<file path="src/rtl/uart_line_pkg.sv">
// Shared types for the UART line collector: FSM states, LF constant and the queued line record.
package uart_line_pkg;

    localparam int unsigned LINE_BYTES = 64;
    localparam int unsigned LEN_W      = $clog2(LINE_BYTES + 1);
    localparam logic [7:0]  ASCII_LF   = 8'h0A;

    typedef enum logic [2:0] {
        StCollect,
        StPend,
        StFlush,
        StDrain,
        StTrapped
    } uart_line_state_e;

    typedef struct packed {
        logic [8*LINE_BYTES-1:0] data;
        logic [LEN_W-1:0]        len;
        logic                    partial;
    } uart_line_t;

endpackage

</file>
<file path="src/rtl/uart_line_if.sv">
// Line output handshake: the collector is master, the printer is slave.
interface uart_line_if #(
    parameter int unsigned LINE_BYTES = uart_line_pkg::LINE_BYTES
);
    localparam int unsigned LenW = $clog2(LINE_BYTES + 1);

    logic                    line_valid;
    logic                    line_ready;
    logic [8*LINE_BYTES-1:0] line_data;
    logic [LenW-1:0]         line_len;
    logic                    line_partial;

    modport master (
        output line_valid,
        output line_data,
        output line_len,
        output line_partial,
        input  line_ready
    );

    modport slave (
        input  line_valid,
        input  line_data,
        input  line_len,
        input  line_partial,
        output line_ready
    );

endinterface

</file>
<file path="src/rtl/uart_line_fifo.sv">
// Line FIFO with a registered head entry; push while full is accepted only alongside a pop.
module uart_line_fifo
    import uart_line_pkg::*;
#(
    parameter int unsigned Depth = 4
) (
    input  logic       clk_i,
    input  logic       rst_i,
    input  logic       push_i,
    input  uart_line_t push_line_i,
    input  logic       pop_i,
    output logic       full_o,
    output logic       empty_o,
    output uart_line_t head_o
);

    localparam int unsigned PtrW = $clog2(Depth);
    localparam int unsigned CntW = $clog2(Depth + 1);

    uart_line_t      mem_q [Depth];
    logic [PtrW-1:0] wptr_q, wptr_d;
    logic [PtrW-1:0] rptr_q, rptr_d;
    logic [CntW-1:0] cnt_q, cnt_d;
    uart_line_t      head_q, head_d;
    logic            do_push, do_pop;

    assign full_o  = (cnt_q == CntW'(Depth));
    assign empty_o = (cnt_q == '0);
    assign head_o  = head_q;

    assign do_pop  = pop_i & ~empty_o;
    assign do_push = push_i & (~full_o | do_pop);

    always_comb begin
        cnt_d  = cnt_q;
        wptr_d = wptr_q;
        rptr_d = rptr_q;
        head_d = '0;
        if (do_push && !do_pop) begin
            cnt_d = cnt_q + CntW'(1);
        end else if (!do_push && do_pop) begin
            cnt_d = cnt_q - CntW'(1);
        end
        if (do_push) wptr_d = wptr_q + PtrW'(1);
        if (do_pop)  rptr_d = rptr_q + PtrW'(1);
        // The pushed entry becomes head directly when nothing older remains.
        if (cnt_d != '0) begin
            if (do_push && ((cnt_q == '0) || (cnt_q == CntW'(1) && do_pop))) begin
                head_d = push_line_i;
            end else begin
                head_d = mem_q[rptr_d];
            end
        end
    end

    always_ff @(posedge clk_i) begin
        if (rst_i) begin
            wptr_q <= '0;
            rptr_q <= '0;
            cnt_q  <= '0;
            head_q <= '0;
        end else begin
            wptr_q <= wptr_d;
            rptr_q <= rptr_d;
            cnt_q  <= cnt_d;
            head_q <= head_d;
        end
    end

    always_ff @(posedge clk_i) begin
        if (do_push) mem_q[wptr_q] <= push_line_i;
    end

endmodule

</file>
<file path="src/rtl/uart_line_collector.sv">
// Collects the SoC UART character stream into lines, queues them for a printer and
// raises a sticky trap flag once all text preceding the good-trap character has drained.
module uart_line_collector #(
    parameter int unsigned LINE_BYTES = uart_line_pkg::LINE_BYTES,
    parameter int unsigned FIFO_DEPTH = 4,
    parameter int unsigned IDLE_FLUSH = 1024
) (
    input  logic              clock,
    input  logic              reset,
    input  logic              io_uart_out_valid,
    input  logic [7:0]        io_uart_out_ch,
    uart_line_if.master       line_if,
    output logic              trap_hit,
    output logic [6:0]        trap_code,
    output logic [31:0]       drop_cnt
);

    import uart_line_pkg::*;

    localparam int unsigned LenW  = $clog2(LINE_BYTES + 1);
    localparam int unsigned IdleW = (IDLE_FLUSH > 0) ? $clog2(IDLE_FLUSH + 1) : 1;

    uart_line_state_e        state_q, state_d;
    logic [8*LINE_BYTES-1:0] buf_q, buf_d, buf_app;
    logic [LenW-1:0]         len_q, len_d, len_inc;
    logic                    partial_q, partial_d;
    logic [IdleW-1:0]        idle_q, idle_d;
    logic [6:0]              trap_code_q, trap_code_d;
    logic [31:0]             drop_q, drop_d;

    logic       is_trap, is_char, is_lf, line_done;
    logic       push, pop, can_push, fifo_full, fifo_empty;
    uart_line_t push_line, head;

    assign is_trap = io_uart_out_valid & io_uart_out_ch[7];
    assign is_char = io_uart_out_valid & ~io_uart_out_ch[7];
    assign is_lf   = (io_uart_out_ch == ASCII_LF);

    assign pop      = line_if.line_valid & line_if.line_ready;
    assign can_push = ~fifo_full | pop;

    assign len_inc   = len_q + LenW'(1);
    assign line_done = is_lf || (len_inc == LenW'(LINE_BYTES));

    always_comb begin
        buf_app = buf_q;
        for (int unsigned i = 0; i < LINE_BYTES; i++) begin
            if (len_q == LenW'(i)) buf_app[8*i +: 8] = io_uart_out_ch;
        end
    end

    always_comb begin
        state_d           = state_q;
        buf_d             = buf_q;
        len_d             = len_q;
        partial_d         = partial_q;
        idle_d            = idle_q;
        trap_code_d       = trap_code_q;
        drop_d            = drop_q;
        push              = 1'b0;
        push_line.data    = buf_q;
        push_line.len     = len_q;
        push_line.partial = partial_q;

        unique case (state_q)
            StCollect: begin
                if (is_trap) begin
                    trap_code_d = io_uart_out_ch[6:0];
                    idle_d      = '0;
                    if (len_q != '0) begin
                        partial_d = 1'b1;
                        state_d   = StFlush;
                    end else begin
                        state_d = StDrain;
                    end
                end else if (is_char) begin
                    idle_d = '0;
                    if (line_done) begin
                        push_line.data    = buf_app;
                        push_line.len     = len_inc;
                        push_line.partial = ~is_lf;
                        if (can_push) begin
                            push      = 1'b1;
                            buf_d     = '0;
                            len_d     = '0;
                            partial_d = 1'b0;
                        end else begin
                            buf_d     = buf_app;
                            len_d     = len_inc;
                            partial_d = ~is_lf;
                            state_d   = StPend;
                        end
                    end else begin
                        buf_d = buf_app;
                        len_d = len_inc;
                    end
                end else if (IDLE_FLUSH != 0 && len_q != '0) begin
                    if (idle_q == IdleW'(IDLE_FLUSH - 1)) begin
                        idle_d            = '0;
                        push_line.partial = 1'b1;
                        if (can_push) begin
                            push      = 1'b1;
                            buf_d     = '0;
                            len_d     = '0;
                            partial_d = 1'b0;
                        end else begin
                            partial_d = 1'b1;
                            state_d   = StPend;
                        end
                    end else begin
                        idle_d = idle_q + IdleW'(1);
                    end
                end
            end
            StPend: begin
                if (is_trap) begin
                    trap_code_d = io_uart_out_ch[6:0];
                    state_d     = StFlush;
                end else begin
                    if (is_char && drop_q != '1) drop_d = drop_q + 32'd1;
                    if (can_push) begin
                        push      = 1'b1;
                        buf_d     = '0;
                        len_d     = '0;
                        partial_d = 1'b0;
                        state_d   = StCollect;
                    end
                end
            end
            StFlush: begin
                if (can_push) begin
                    push      = 1'b1;
                    buf_d     = '0;
                    len_d     = '0;
                    partial_d = 1'b0;
                    state_d   = StDrain;
                end
            end
            StDrain: begin
                if (fifo_empty) state_d = StTrapped;
            end
            StTrapped: begin
                state_d = StTrapped;
            end
            default: state_d = StCollect;
        endcase
    end

    always_ff @(posedge clock) begin
        if (reset) begin
            state_q     <= StCollect;
            buf_q       <= '0;
            len_q       <= '0;
            partial_q   <= 1'b0;
            idle_q      <= '0;
            trap_code_q <= '0;
            drop_q      <= '0;
        end else begin
            state_q     <= state_d;
            buf_q       <= buf_d;
            len_q       <= len_d;
            partial_q   <= partial_d;
            idle_q      <= idle_d;
            trap_code_q <= trap_code_d;
            drop_q      <= drop_d;
        end
    end

    uart_line_fifo #(
        .Depth (FIFO_DEPTH)
    ) u_fifo (
        .clk_i       (clock),
        .rst_i       (reset),
        .push_i      (push),
        .push_line_i (push_line),
        .pop_i       (pop),
        .full_o      (fifo_full),
        .empty_o     (fifo_empty),
        .head_o      (head)
    );

    assign line_if.line_valid   = ~fifo_empty;
    assign line_if.line_data    = head.data;
    assign line_if.line_len     = head.len;
    assign line_if.line_partial = head.partial;

    assign trap_hit  = (state_q == StTrapped);
    assign trap_code = trap_code_q;
    assign drop_cnt  = drop_q;

endmodule

</file>
<file path="src/flat_wrapper.sv">
// flat-port wrapper written by rule: the top's interface ports become plain ports
module uart_line_collector_flat import uart_line_pkg::*;
#(
    parameter int unsigned LINE_BYTES = uart_line_pkg::LINE_BYTES,
    parameter int unsigned FIFO_DEPTH = 4,
    parameter int unsigned IDLE_FLUSH = 1024
)
  (clock, reset, io_uart_out_valid, io_uart_out_ch, trap_hit, trap_code, drop_cnt, line_if_line_valid, line_if_line_data, line_if_line_len, line_if_line_partial, line_if_line_ready);
  uart_line_if #(.LINE_BYTES(LINE_BYTES)) line_if_i ();
  input  logic clock;
  input  logic reset;
  input  logic io_uart_out_valid;
  input  logic [7:0] io_uart_out_ch;
  output logic trap_hit;
  output logic [6:0] trap_code;
  output logic [31:0] drop_cnt;
  output wire logic [$bits(line_if_i.line_valid)-1:0] line_if_line_valid;
  output wire logic [$bits(line_if_i.line_data)-1:0] line_if_line_data;
  output wire logic [$bits(line_if_i.line_len)-1:0] line_if_line_len;
  output wire logic [$bits(line_if_i.line_partial)-1:0] line_if_line_partial;
  input wire logic [$bits(line_if_i.line_ready)-1:0] line_if_line_ready;
  assign line_if_line_valid = line_if_i.line_valid;
  assign line_if_line_data = line_if_i.line_data;
  assign line_if_line_len = line_if_i.line_len;
  assign line_if_line_partial = line_if_i.line_partial;
  assign line_if_i.line_ready = line_if_line_ready;
  uart_line_collector #(.LINE_BYTES(LINE_BYTES), .FIFO_DEPTH(FIFO_DEPTH), .IDLE_FLUSH(IDLE_FLUSH)) u_core (.clock(clock), .reset(reset), .io_uart_out_valid(io_uart_out_valid), .io_uart_out_ch(io_uart_out_ch), .line_if(line_if_i), .trap_hit(trap_hit), .trap_code(trap_code), .drop_cnt(drop_cnt));
endmodule
</file>
<file path="config.mk">
export PLATFORM = sky130hd
export DESIGN_NAME = uart_line_collector_flat
export DESIGN_NICKNAME = d
export VERILOG_FILES = /design/src/rtl/uart_line_pkg.sv /design/src/rtl/uart_line_if.sv /design/src/rtl/uart_line_fifo.sv /design/src/rtl/uart_line_collector.sv /design/src/flat_wrapper.sv
export SDC_FILE = /design/constraint.sdc
export NUM_CORES = 2
export LEC_CHECK = 0
export ABC_AREA = 0
export CAP_MARGIN = 20
export CORE_MARGIN = 2
export CORE_UTILIZATION = 40
export DETAILED_ROUTE_END_ITERATION = 12
export SYNTH_ARGS = -nofsm -noshare
export SYNTH_HDL_FRONTEND = slang
export SYNTH_SLANG_ARGS = --single-unit
</file>
<file path="constraint.sdc">
create_clock -name clock -period 22.3 [get_ports clock]
set_clock_uncertainty 0.05 [all_clocks]
set_input_delay 6.69 -clock clock [delete_from_list [all_inputs] [get_ports clock]]
set_output_delay 6.69 -clock clock [all_outputs]
set_load 0.1 [all_outputs]
</file>
==> summary.md <==
| Metric | Value |
|---|---|
| CP Max Fanout | 114 |
| RePlAce Congestion | 0.760 |
| Register bit total from synthesis | 3180 |
| GR Overflow Total | 0 |
| CTS H-tree depth | 5 |
| Largest net degree at the start of global routing | 174 |
| Top FF cell, synth | edfxtp_1 |
| Commonest cells after routing, fill and taps aside | edfxtp_1, dfxtp_1, nor2_1 |
| Status | finished clean |
| Setup bufs post-CTS | 0 |
| Worst Setup Path Type | input pin to flip-flop |
| Die area | 301000 um^2 |
| Crit path max-delay cell type | buf_4 |
| Final worst setup slack | 9.83 ns |
| Required time of the worst setup path | 22.76 ns |
| Post-synth top area share | 52.6% |
| Gr usage total | 21.4% |
| DR DRC count | 0 |
| Clock transition at path regs | 0.06 ns |
| Die Wd | 549 um |
| P&R area growth vs syn | 17.8% |
| Most used cell, CP | buf_4 |
| Number of top-level pins | 573 |
| DR pass1 iterations | 6 |
| Asr flop ratio synth | 0% |
| CTS sink cnt | 3180 |
| Post-synth EDFFs | 2080 |
| CTS tree | built |
| # rows | 199 |
| Critical Path End Type | flip-flop |
| Setup WS pre-CTS | 8.88 ns |
| Fmax | 80.2 MHz |
| Antenna-violating nets left | 0 |
| Total CTS buffers | 338 |
| Util after Layout | 47.5% |
| Post-layout minimum cycle time | 12.47 ns |
| Max_cap viols | 0 |
| Final #Nets | 7918 |
| CP arrival | 12.92 ns |
| Final HPWL DP | 190000 um |
| Via count | 67600 |
| Final setup TNS | 0 ns |
| Deepest clock path buffer count | 4 |
| Synth unique cells | 64 |
| Critical Path, Cell by Cell | clkdlybuf4s50_1 -> nor4b_1 -> and4b_1 -> o21bai_4 -> buf_4 -> a211o_1 -> and3_4 -> buf_4 -> buf_4 -> buf_12 -> buf_4 |
| 1st-iter DRT viols | 6843 |
| Global-route wire length before repair | 478000 um |
| Avg WL per Cell | 27.3 um |
| Antenna violations before repair | 16 |
| Fin. Hold Viols | 0 |
| Root buf cell | clkbuf_16 |
| Core Area | 295000 um^2 |
| Slew HR | 17.7% |
| CP peak stage delay | 0.84 ns |
| RSZ-0062 raised after global routing | false |
| Area post-placement | 128000 um^2 |
| Via density per instance | 5.58 |
| Synth Net Count | 7356 |
| Vias in the first global route | 68700 |
| CTS resizes | 0 |
| Cell area after synthesis | 119000 um^2 |
| Sequential share of the synthesized area | 71.2% |
| Crit path launch type | input pin |
| Final Max Tran Viols | 0 |
| Final worst-path cycle share | 55.9% |
| Layout cell share with drive strength beyond 1 | 14.7% |
| Worst IR Drop VDD | 0.137 mV |
| LEAKAGE | 48.5 nW |
| Synth warnings | 0 |
| Largest area contributor in the netlist | edfxtp_1 |
| Post-CTS Hold Fix Bufs | 0 |
| Final setup viols | 0 |
| Top cells by area, synth | edfxtp_1, dfxtp_1, mux4_2 |
| Starting Density | 40.3% |
| Die Span Y | 549 um |
| Synth Instances | 7330 |
| HP Class | flip-flop to flip-flop |
| Worst-Margin Slew | 1.23 ns |
| Final hold slack | 0.424 ns |
| Commonest non-fill, non-tap cell in the layout | edfxtp_1 |
| Design Area, Final | 140000 um^2 |
| Worst skew pair latency | 0.91 ns |
| PD cells | 140 nW/um^2 |
| PortBufs | 572 |
| Fill cell count | 24800 |
| Avg Inst Size Synth | 16.2 um^2 |
| Final wirelength | 330000 um |
[worst max-delay path: cells and delay by family]
| kind | cells | cell delay (ns) |
|---|---|---|
| buf+inv | 6 | 4.19 |
| simple gates | 3 | 1.19 |
| compound gates | 2 | 0.53 |
[synth_stat cells, drive strengths merged (2+ instances only)]
cell type / n
nor4: 4
nor3b: 2
nand2b: 125
edfxtp: 2080
nand2: 46
mux2i: 532
clkbuf: 246
a22oi: 451
xnor2: 20
buf: 223
a21oi: 548
and3: 80
o22ai: 3
and2: 371
nor3: 71
dfxtp: 1100
a21o: 2
mux4: 520
or4: 2
nand3: 90
inv: 13
a211oi: 2
and4: 9
nor2: 587
nor2b: 6
xor2: 26
nor4b: 3
o21ai: 78
or3b: 2
nand3b: 4
mux2: 28
or3: 9
nand4: 17
ha: 14
[stage by stage]
step,instances,total power [W]
finish,12100,0.0195
global route,12100,0.0202
detailed placement,11500,0.0140
CTS,12100,0.0197
floorplan,7330,0.0123
global placement,11500,0.0140
[path summary, 6_finish.rpt]
| path | from | endpoint | slack (ns) | depth (start not counted) |
|---|---|---|---|---|
| min | u_core.buf_q[423] | u_core.buf_q[423] | 0.42 | 1 |
| min reg2reg | u_core.buf_q[423] | u_core.buf_q[423] | 0.42 | 1 |
| max reg2reg | u_core.len_q[0] | u_core.u_fifo.mem_q[1][80] | 15.38 | 11 |
| max | io_uart_out_ch[7] | u_core.u_fifo.mem_q[1][80] | 9.83 | 11 |
[cell type report]
| class | count | area [um^2] | area share, % |
|---|---|---|---|
| flip-flops and latches | 3180 | 84500 | 60.4 |
| repair buffers | 691 | 6920 | 4.95 |
| multi-input cells | 3668 | 32000 | 22.9 |
| diodes | 6 | 15.0 | 0.0107 |
| clock inverters | 149 | 1930 | 1.38 |
| inverters | 13 | 51.3 | 0.0367 |
| well taps | 3919 | 4900 | 3.51 |
| clock buffers | 484 | 9560 | 6.83 |
[layer usage]
metal  up-vias  routed length (um)  track usage [%]
met5         -                   0                0
li1      29300                   -                -
met3       452               19100             3.00
met1     35500              141000             29.1
met4         0               11500             7.75
met2      2243              159000             35.0
[report_power, final]
part           internal, W  total, W  switching (W)
clock network      0.00334   0.00573        0.00239
registers          0.00686   0.00715       0.000299
logic              0.00217   0.00663        0.00446
total               0.0124    0.0195        0.00714
[kinds of logic after synthesis]
logic type	share of synthesized area, %
multiplexers	14.6
AND/OR/NAND/NOR	6.14
XOR/XNOR	0.346
flip-flops	71.2
adder cells (fa/ha/maj)	0.148
AO/OA/AOI/OAI	5.62
buffers and inverters	1.95
[flip-flops by register name, indices dropped and copies added, names as in the netlist]
register              count
u_core.len_q              7
u_core.state_q            3
u_core.buf_q            512
u_core.u_fifo.cnt_q       3
u_core.u_fifo.head_o    520
u_core.u_fifo.mem_q    2080
u_core.trap_code          7
u_core.drop_cnt          32
u_core.partial_q          1
u_core.u_fifo.rptr_q      2
u_core.idle_q            11
u_core.u_fifo.wptr_q      2
Note: power is estimated with default switching activity, not from simulation.
